**src/rtl/ps2_scan_rx.sv**
```systemverilog
// ----------------------------------------------------------------------------
// ps2_scan_rx
//
// PS/2 keyboard receiver. Synchronises and glitch-filters the raw PS/2 clock
// and data lines. Deframes 11-bit device-to-host frames (start, 8 data bits
// LSB first, odd parity, stop). Tracks the E0 (extended), F0 (break) and
// E1 (Pause) prefixes, and emits one packed key event per completed scan
// code. The lines are only ever observed, never driven.
//
// Parameters
//   FILTER_LEN   consecutive identical samples needed before the filtered
//                clock follows the synchronised line (2..255)
//   TIMEOUT_CYC  idle cycles allowed between falling edges inside a frame
//
// Ports
//   clk          system clock
//   rstn         asynchronous active-low reset
//   ps2_c        raw PS/2 clock line (asynchronous)
//   ps2_d        raw PS/2 data line (asynchronous)
//   key_event    [10] one-cycle strobe, [9] extended, [8] break,
//                [7:0] scan code; [9:0] hold until the next event
//   rx_byte      last correctly received byte, held
//   rx_byte_vld  one-cycle pulse per good byte (prefix bytes included)
//   frame_err    one-cycle pulse on parity, stop-bit or timeout error
//
// Pipeline: a falling edge of the filtered clock ("strike") on the stop bit
// in cycle N gives rx_byte_vld / frame_err in N+1 and key_event[10] in N+2.
// ----------------------------------------------------------------------------
module ps2_scan_rx #(
    parameter int FILTER_LEN  = 8,
    parameter int TIMEOUT_CYC = 200000
) (
    input  logic        clk,
    input  logic        rstn,
    input  logic        ps2_c,
    input  logic        ps2_d,
    output logic [10:0] key_event,
    output logic [7:0]  rx_byte,
    output logic        rx_byte_vld,
    output logic        frame_err
);

    localparam int TW = $clog2(TIMEOUT_CYC + 1);
    localparam logic [7:0]    FLT_LAST = 8'(FILTER_LEN - 1);
    localparam logic [TW-1:0] TO_LAST  = TW'(TIMEOUT_CYC - 1);

    localparam logic [7:0] BYTE_E0 = 8'hE0;
    localparam logic [7:0] BYTE_F0 = 8'hF0;
    localparam logic [7:0] BYTE_E1 = 8'hE1;

    // Number of good bytes that follow E1 in the Pause make sequence.
    localparam logic [2:0] PAUSE_TAIL = 3'd7;

    // ------------------------------------------------------------------
    // Input synchronisers. Both reset high, which is the idle level of an
    // open-collector PS/2 bus, so releasing reset never fakes an edge.
    // ------------------------------------------------------------------
    logic [1:0] c_sync;
    logic [1:0] d_sync;
    logic       c_s;
    logic       d_s;

    always_ff @(posedge clk or negedge rstn) begin
        if (!rstn) begin
            c_sync <= 2'b11;
            d_sync <= 2'b11;
        end else begin
            c_sync <= {c_sync[0], ps2_c};
            d_sync <= {d_sync[0], ps2_d};
        end
    end

    assign c_s = c_sync[1];
    assign d_s = d_sync[1];

    // ------------------------------------------------------------------
    // Clock glitch filter. flt_cnt counts consecutive samples that differ
    // from the current filtered level fc; any sample that agrees with fc
    // restarts the count, so pulses shorter than FILTER_LEN vanish.
    // ------------------------------------------------------------------
    logic       fc;
    logic [7:0] flt_cnt;
    logic       strike;

    always_ff @(posedge clk or negedge rstn) begin
        if (!rstn) begin
            fc      <= 1'b1;
            flt_cnt <= 8'd0;
        end else if (c_s == fc) begin
            flt_cnt <= 8'd0;
        end else if (flt_cnt == FLT_LAST) begin
            fc      <= c_s;
            flt_cnt <= 8'd0;
        end else begin
            flt_cnt <= flt_cnt + 8'd1;
        end
    end

    // Strike is the cycle in which fc is about to fall; data is taken from
    // the synchroniser in this same cycle (the device holds it stable while
    // its clock is low).
    assign strike = fc && !c_s && (flt_cnt == FLT_LAST);

    // ------------------------------------------------------------------
    // Frame FSM with timeout supervision.
    // ------------------------------------------------------------------
    typedef enum logic [1:0] {
        S_IDLE   = 2'd0,
        S_DATA   = 2'd1,
        S_PARITY = 2'd2,
        S_STOP   = 2'd3
    } state_t;

    state_t        state;
    logic [2:0]    bit_cnt;
    logic [7:0]    shift;
    logic          par;
    logic [TW-1:0] to_cnt;

    always_ff @(posedge clk or negedge rstn) begin
        if (!rstn) begin
            state       <= S_IDLE;
            bit_cnt     <= 3'd0;
            shift       <= 8'd0;
            par         <= 1'b0;
            to_cnt      <= '0;
            rx_byte     <= 8'd0;
            rx_byte_vld <= 1'b0;
            frame_err   <= 1'b0;
        end else begin
            rx_byte_vld <= 1'b0;
            frame_err   <= 1'b0;

            if (state == S_IDLE) begin
                to_cnt <= '0;
                // A high start bit is line noise or a resync; stay put quietly.
                if (strike && !d_s) begin
                    state   <= S_DATA;
                    bit_cnt <= 3'd0;
                end
            end else if (strike) begin
                // A strike always beats a timeout landing in the same cycle.
                to_cnt <= '0;
                case (state)
                    S_DATA: begin
                        shift   <= {d_s, shift[7:1]};
                        bit_cnt <= bit_cnt + 3'd1;
                        if (bit_cnt == 3'd7) begin
                            state <= S_PARITY;
                        end
                    end
                    S_PARITY: begin
                        par   <= d_s;
                        state <= S_STOP;
                    end
                    default: begin
                        // Odd parity: data plus parity bit carry an odd
                        // number of ones.
                        if (d_s && (^{shift, par})) begin
                            rx_byte     <= shift;
                            rx_byte_vld <= 1'b1;
                        end else begin
                            frame_err <= 1'b1;
                        end
                        state <= S_IDLE;
                    end
                endcase
            end else if (to_cnt == TO_LAST) begin
                frame_err <= 1'b1;
                state     <= S_IDLE;
                shift     <= 8'd0;
                to_cnt    <= '0;
            end else begin
                to_cnt <= to_cnt + 1'b1;
            end
        end
    end

    // ------------------------------------------------------------------
    // Prefix tracker. Works one stage behind the deframer on the held
    // rx_byte, so the event strobe lands one cycle after rx_byte_vld.
    // rx_byte_vld and frame_err are mutually exclusive by construction.
    // ------------------------------------------------------------------
    logic       ext;
    logic       brk;
    logic [2:0] skip_cnt;

    always_ff @(posedge clk or negedge rstn) begin
        if (!rstn) begin
            ext       <= 1'b0;
            brk       <= 1'b0;
            skip_cnt  <= 3'd0;
            key_event <= 11'd0;
        end else begin
            key_event[10] <= 1'b0;

            if (frame_err) begin
                ext      <= 1'b0;
                brk      <= 1'b0;
                skip_cnt <= 3'd0;
            end else if (rx_byte_vld) begin
                if (skip_cnt != 3'd0) begin
                    // Inside the Pause sequence: swallow silently.
                    skip_cnt <= skip_cnt - 3'd1;
                end else if (rx_byte == BYTE_E0) begin
                    ext <= 1'b1;
                end else if (rx_byte == BYTE_F0) begin
                    brk <= 1'b1;
                end else if (rx_byte == BYTE_E1) begin
                    skip_cnt <= PAUSE_TAIL;
                    ext      <= 1'b0;
                    brk      <= 1'b0;
                end else begin
                    key_event <= {1'b1, ext, brk, rx_byte};
                    ext       <= 1'b0;
                    brk       <= 1'b0;
                end
            end
        end
    end

endmodule

```
**config.mk**
```make
export PLATFORM = sky130hd
export DESIGN_NAME = ps2_scan_rx
export DESIGN_NICKNAME = d
export VERILOG_FILES = /design/src/rtl/ps2_scan_rx.sv
export SDC_FILE = /design/constraint.sdc
export NUM_CORES = 1
export LEC_CHECK = 0
export CAP_MARGIN = 10
export CELL_PAD_IN_SITES_DETAIL_PLACEMENT = 1
export CELL_PAD_IN_SITES_GLOBAL_PLACEMENT = 1
export CORE_MARGIN = 2
export CORE_UTILIZATION = 35
export CTS_CLUSTER_DIAMETER = 200
export DETAILED_ROUTE_END_ITERATION = 7
export GPL_ROUTABILITY_DRIVEN = 0
export PLACE_DENSITY_LB_ADDON = 0.1
export SLEW_MARGIN = 20
export SYNTH_ARGS = -nofsm -noshare
export SYNTH_HDL_FRONTEND = slang
export SYNTH_SLANG_ARGS = --single-unit
```
**constraint.sdc**
```tcl
create_clock -name clk -period 2.3 [get_ports clk]
set_clock_uncertainty 0.05 [all_clocks]
set_input_delay 0.46 -clock clk [delete_from_list [all_inputs] [get_ports clk]]
set_output_delay 0.46 -clock clk [all_outputs]
set_load 0.05 [all_outputs]
```
==> flow_metrics.py <==
metrics = {
    "run_status": {
        "status": "completed",
    },
    "floorplan": {
        "rows": 35,
        "fp.dieArea_sq_um": 10400,
        "core_area_sq_um": 9280,
        "die_w_microns": 102,
        "boundaryPins": 25,
        "die-height_microns": 102,
        "start_util": 0.362,
    },
    "cells_and_area": {
        "final_nets": 365,
        "area_delta_synth_final_pct": 21.9,
        "finalInstanceArea_sq_um": 4100,
        "fillerInstances": 1063,
        "mostFrequentLayoutCell": "dfrtp_1",
        "drive_gt1_frac": 0.225,
        "utilization": 0.442,
        "layout_common_cells": "dfrtp_1 (66), nand2_1 (28), nor2_1 (28), clkdlybuf4s50_1 (23), buf_4 (19)",
        "antenna_cells": 0,
    },
    "route": {
        "totalWireLength_microns": 6790,
        "ant_nets": 0,
        "vias_per_cell": 4.85,
        "first_iter_violations": 48,
        "via_count": 2349,
        "drtPass1Iterations": 4,
        "detail_route.wl_per_cell_microns": 14.0,
        "drc": 0,
    },
    "worst_setup_path": {
        "required_ns": 2.48,
        "cp_max_fo": 8,
        "cp.arrival_ns": 2.35,
        "critPathKind": "flop to flop",
        "setup.worst_path.end_class": "flop",
        "crit_path_start_kind": "flop",
    },
    "grt": {
        "grt_max_degree": 72,
        "grt-ovfl-total": 0,
        "grt_pass1_wl_microns": 12000,
        "grt_util_all_layers": 0.148,
        "antenna_found_initial": 0,
        "first_global_vias": 2517,
    },
    "cts": {
        "clockRootBuffer": "clkbuf_8",
        "numCtsBuffers": 9,
        "cts_tree": "built",
        "htree_levels": 3,
        "cts.sinks": 71,
        "cts_hold_buffers": 0,
        "clk_pin_slew_ns": 0.08,
        "ctsLongestPathBuffers": 2,
        "clk_latency_ns": 0.35,
    },
    "power": {
        "power.density_nw_per_um2": 677,
        "peakVddDrop_v": 0.000373,
        "power.leakage_nw": 1.90,
    },
    "timing": {
        "slew_violations": 0,
        "min_period_ns": 2.18,
        "hold_viol_final": 0,
        "fmax_mhz": 459,
        "fin_crit_sh": 0.947,
        "hold_ws_ns": 0.0626,
        "rsz0062_at_grt": "no",
        "max_slew.worst_pin.slew_ns": 0.587,
        "finalSetupTns_ns": 0,
        "maxSlewHeadroom": 0.605,
        "setup_viol": 0,
    },
    "synth": {
        "syn_avg_cell_area_sq_um": 11.2,
        "ys_warn_count": 0,
        "synth-main-ff-cell": "dfrtp_1",
        "ys_seq_area_frac": 0.530,
        "synth_edf_count": 0,
        "ys_seq_elements": 71,
        "synth_area_sq_um": 3360,
        "ys_types": 49,
        "synth_nets": 316,
        "synth_cells": 301,
        "synth-async-reset-ratio": 1.00,
    },
    "placement": {
        "io_buffers": 24,
        "dpl_cell_area_sq_um": 3880,
        "hpwl_microns": 4790,
    },
    "job": {
        "drv_cap": 0,
    },
    "hold_path": {
        "worstHoldPathType": "input port to async pin",
    },
}
[critical path, stage by stage (launching register included)]
cell and delay [ns]:
dfstp_2 0.54, inv_1 0.04, ha_1 0.19, nand4b_1 0.09, buf_4 0.15, nor2_8 0.04
or4_2 0.76, nand3_1 0.13, o21ai_0 0.08
[state kept, by name, summed over array words and instances (netlist names)]
register,flops
to_cnt,18
frame_err,1
brk,1
ext,1
shift,8
key_event,11
fc,1
skip_cnt,3
state,2
c_sync,2
par,1
rx_byte_vld,1
rx_byte,8
bit_cnt,3
flt_cnt,8
d_sync,2
[layer usage]
metal | GRT usage | share of wire
met1 | 0.187 | 0.47
met5 | 0 | 0
met2 | 0.249 | 0.49
met3 | 0.0349 | 0.025
met4 | 0.0554 | 0.015
[cells in the mapped netlist (2+ instances only)]
library cell	number	area [sq um]
dfrtp_1	66	1650
nand2_1	28	105
nor2_1	28	105
nand3_1	17	85.1
inv_1	15	56.3
xor2_1	14	123
ha_1	11	138
mux2_2	11	124
xnor2_1	11	96.3
a21oi_1	10	50.1
o21ai_0	10	50.1
mux2_4	9	135
dfstp_2	5	131
nand4_1	5	31.3
or2_2	5	31.3
nor4b_1	4	35.0
and3_1	3	18.8
buf_2	3	15.0
mux2i_1	3	30.0
nand4b_1	3	26.3
nor2b_1	3	18.8
nor3_1	3	15.0
o31ai_1	3	22.5
or3_1	3	18.8
a31oi_1	2	12.5
clkbuf_1	2	7.51
nor4_1	2	12.5
[path summary, 6_finish.rpt]
kind | cells past startpoint | from | slack, ns | to
max | 8 | c_sync[1]$_DFF_PN1_ | 0.12 | shift[7]$_DFFE_PN0P_
min | 2 | rstn | 0.06 | key_event[9]$_DFFE_PN0P_
max in group asynchronous | 2 | rstn | 1.76 | fc$_DFFE_PN1P_
min in group clk | 0 | d_sync[0]$_DFF_PN1_ | 0.31 | d_sync[1]$_DFF_PN1_
max reg2reg | 8 | c_sync[1]$_DFF_PN1_ | 0.12 | shift[7]$_DFFE_PN0P_
min reg2reg | 0 | d_sync[0]$_DFF_PN1_ | 0.31 | d_sync[1]$_DFF_PN1_
[area by class of cell]
type	count	area (sq um)	share of cell area
flip-flops and latches	71	1780	0.435
multi-input cells	209	1500	0.365
repair buffers	44	398	0.0970
well taps	129	161	0.0393
clock buffers	10	138	0.0335
clock inverters	6	68.8	0.0168
inverters	15	56.3	0.0137
[stage by stage]
stage          cells  setup slack (ns)  total power, W
6_report         484             0.123         0.00278
5_1_grt          484            0.0164         0.00294
4_1_cts          483            0.0656         0.00283
3_5_place_dp     467            0.0299         0.00178
3_3_place_gp     467             0.104         0.00177
2_1_floorplan    301            0.0110         0.00162
[power by group]
part           switching (W)  internal (W)  leakage (nW)
clock               0.000492      0.000536         0.103
combinational       0.000243      0.000152         0.828
sequential         0.0000455       0.00131         0.968
[cell families (layout without fill, tap and decap cells)]
logic type                 after synthesis  count (layout)  synth area share
and+or+nand+nor                        116             116             0.182
muxes                                   23              23            0.0859
DFF                                     71              71             0.530
buffers and inverters                   21              75            0.0268
adders and majority gates               11              11            0.0409
AOI/OAI and AO/OA                       33              33            0.0617
xor gates and xnor gates                26              26            0.0729
[repair_timing]
action	in CTS	in global routing
gates resized for setup	1	1
buffers inserted	0	1
endpoints found under the setup margin	1	5
gates cloned	0	0
pin swaps	0	0
Note: power is estimated with default switching activity, not from simulation.
==> RTL edit (same flow settings) <==
Reset style: synchronous (`rstn`), changed in 4 clocked blocks. Comments in the files are not updated.
--- a/src/rtl/ps2_scan_rx.sv
+++ b/src/rtl/ps2_scan_rx.sv
@@ -61,5 +61,5 @@
     logic       d_s;
 
-    always_ff @(posedge clk or negedge rstn) begin
+    always_ff @(posedge clk) begin
         if (!rstn) begin
             c_sync <= 2'b11;
@@ -83,5 +83,5 @@
     logic       strike;
 
-    always_ff @(posedge clk or negedge rstn) begin
+    always_ff @(posedge clk) begin
         if (!rstn) begin
             fc      <= 1'b1;
@@ -118,5 +118,5 @@
     logic [TW-1:0] to_cnt;
 
-    always_ff @(posedge clk or negedge rstn) begin
+    always_ff @(posedge clk) begin
         if (!rstn) begin
             state       <= S_IDLE;
@@ -186,5 +186,5 @@
     logic [2:0] skip_cnt;
 
-    always_ff @(posedge clk or negedge rstn) begin
+    always_ff @(posedge clk) begin
         if (!rstn) begin
             ext       <= 1'b0;
Formal check against the unedited RTL: no difference found for any inputs over 10 cycles, from zero or initial values and one cycle with rstn low; that may be too few to reach the edited logic, so the function may still have changed.
==> RTL edit against the unedited design <==
Design area shrank 5.0%. Sequential cell count did not move. Worst setup slack improved by 0.030 ns. Via count increased by 11%. Area after synthesis is 2.8% lower. Routed wire length rose by 11%. Non-clock buffer count shrank 9. Register-to-register slack improved by 0.04 ns. Hold slack improved by 0.30 ns.
Power is not compared: it rests on default switching activity, and its combinational part moved more than twofold at a synthesized area within 25%.
==> RTL edit: results (changes against the unedited design) <==
Ys Warns = 0 (unchanged)
Worst path max stage delay = 0.85 ns (+0.09 ns)
CP top delay family = buffers and inverters
GR Util All Layers = 0.161 (+0.0125)
Detail Placement HPWL = 5.41 mm (+13%)
Post-Layout Cell Count = 516 (+6.6%)
Inserted Diodes = 0 (unchanged)
Nets = 416 (+14%)
Root Driver = clkbuf_8
Status = complete, no violations
Later-pin clock latency in the skew report = 0.35 ns (about the same)
Worst hold path class = reg -> reg
Crit-path slowest cell = clkdlybuf4s50_1
First-pass GRT wire length = 12.9 mm (+7.0%)
Clock Tree Buf Depth = 2 (unchanged)
Syn Nets = 384 (+22%)
Placed Instances = 501 (+7.3%)
Post-place setup slack = 0.136 ns (+0.106 ns)
DRT iter0 DRCs = 59 (+23%)
Setup Fix Bufs, Post-CTS = 0 (unchanged)
Commonest cells post-synth = 71 x dfxtp_1, 47 x nor2_1, 26 x nand2_1, 25 x o21ai_0, 23 x a21oi_1
Resize count post-CTS = 0 (-1)
WP data arrival = 1.64 ns (-0.71 ns)
Post-synth ARST share = 0 (-1.00)
H-tree lvl count = 3 (unchanged)
Fillers = 1090 (+2.5%)
Syn Area/Cell = 8.86 µm² (-21%)
Largest net degree at the start of global routing = 32 (-56%)
Top cells by area, synth = dfxtp_1 43%, nor2_1 5.4%, xor2_1 4.6%
Post-CTS Hold Fix Bufs = 0 (unchanged)
Per-cell routed wire length = 14.6 µm (+4.0%)
Drt first pass iters = 4 (unchanged)
Total CTS buffers = 9 (unchanged)
Number of global-route vias before repair = 2636 (+4.7%)
Via/cell ratio = 5.05 (+4.0%)
Slew HR = 0.609 (+0.00391)
Crit path max fanout = 7 (-1)
Clock transition at path regs = 0.08 ns (about the same)
Main synth FF type = dfxtp_1
Fraction of layout cells with a size suffix above 1 = 0.0840 (-0.141)
Register area share after synthesis = 0.435 (-0.0954)
Pleak = 1.33 nW
RTL edit: cell count changes in the layout (fill, tap and decap cells not counted), moves of 13 or more:
cell / before / now
a21oi_1: 10 / 23
dfrtp_1: 66 / 0
nor2_1: 28 / 47
dfxtp_1: 0 / 71
o21ai_0: 9 / 25
RTL edit: cells by family after synthesis:
family          Yosys count  synth area share
flops                    71             0.435
simple gates            154             0.246
buf+inv                  29            0.0379
mux                      13            0.0451
compound gates           64             0.113
fa+ha+maj                11            0.0421
xor+xnor                 27            0.0811
RTL edit: final cells by class:
type | instances | share of cell area
clock buffers | 10 | 0.0328
flip-flops and latches | 71 | 0.365
well taps | 111 | 0.0356
clock inverters | 5 | 0.0215
repair buffers | 35 | 0.0829
inverters | 15 | 0.0145
multi-input cells | 269 | 0.448
RTL edit: per-layer routing:
metal,vias up,global-route usage,part of all wire
met5,-,0,0
met4,0,0.0695,0.016
met3,10,0.0270,0.016
met2,20,0.252,0.46
met1,1241,0.218,0.51
li1,1333,-,-
RTL edit: worst paths after layout:
| check | from | to | slack [ns] | depth (start not counted) |
|---|---|---|---|---|
| worst max register to register | flt_cnt[0]$_SDFF_PP0_ | frame_err$_SDFF_PP0_ | 0.16 | 5 |
| worst min-delay path | c_sync[0]$_SDFF_PN1_ | c_sync[1]$_SDFF_PN1_ | 0.36 | 1 |
| worst max-delay path | rx_byte_vld$_SDFF_PP0_ | rx_byte_vld | 0.15 | 1 |
| worst min register to register | c_sync[0]$_SDFF_PN1_ | c_sync[1]$_SDFF_PN1_ | 0.36 | 1 |
RTL edit: power by group:
group | internal [W] | switching, W | leakage (nW)
clock | 0.000607 | 0.000491 | 0.0986
sequential | 0.00123 | 0.00000201 | 0.573
combinational | 0.0000141 | 0.0000213 | 0.659
RTL edit: metrics by stage:
step                      area, µm²  hold WS [ns]
after detailed placement       3680         0.344
after global routing           3900         0.381
after global placement         3680         0.339
final                          3900         0.361
after floorplan                3270         0.336
after CTS                      3900         0.364
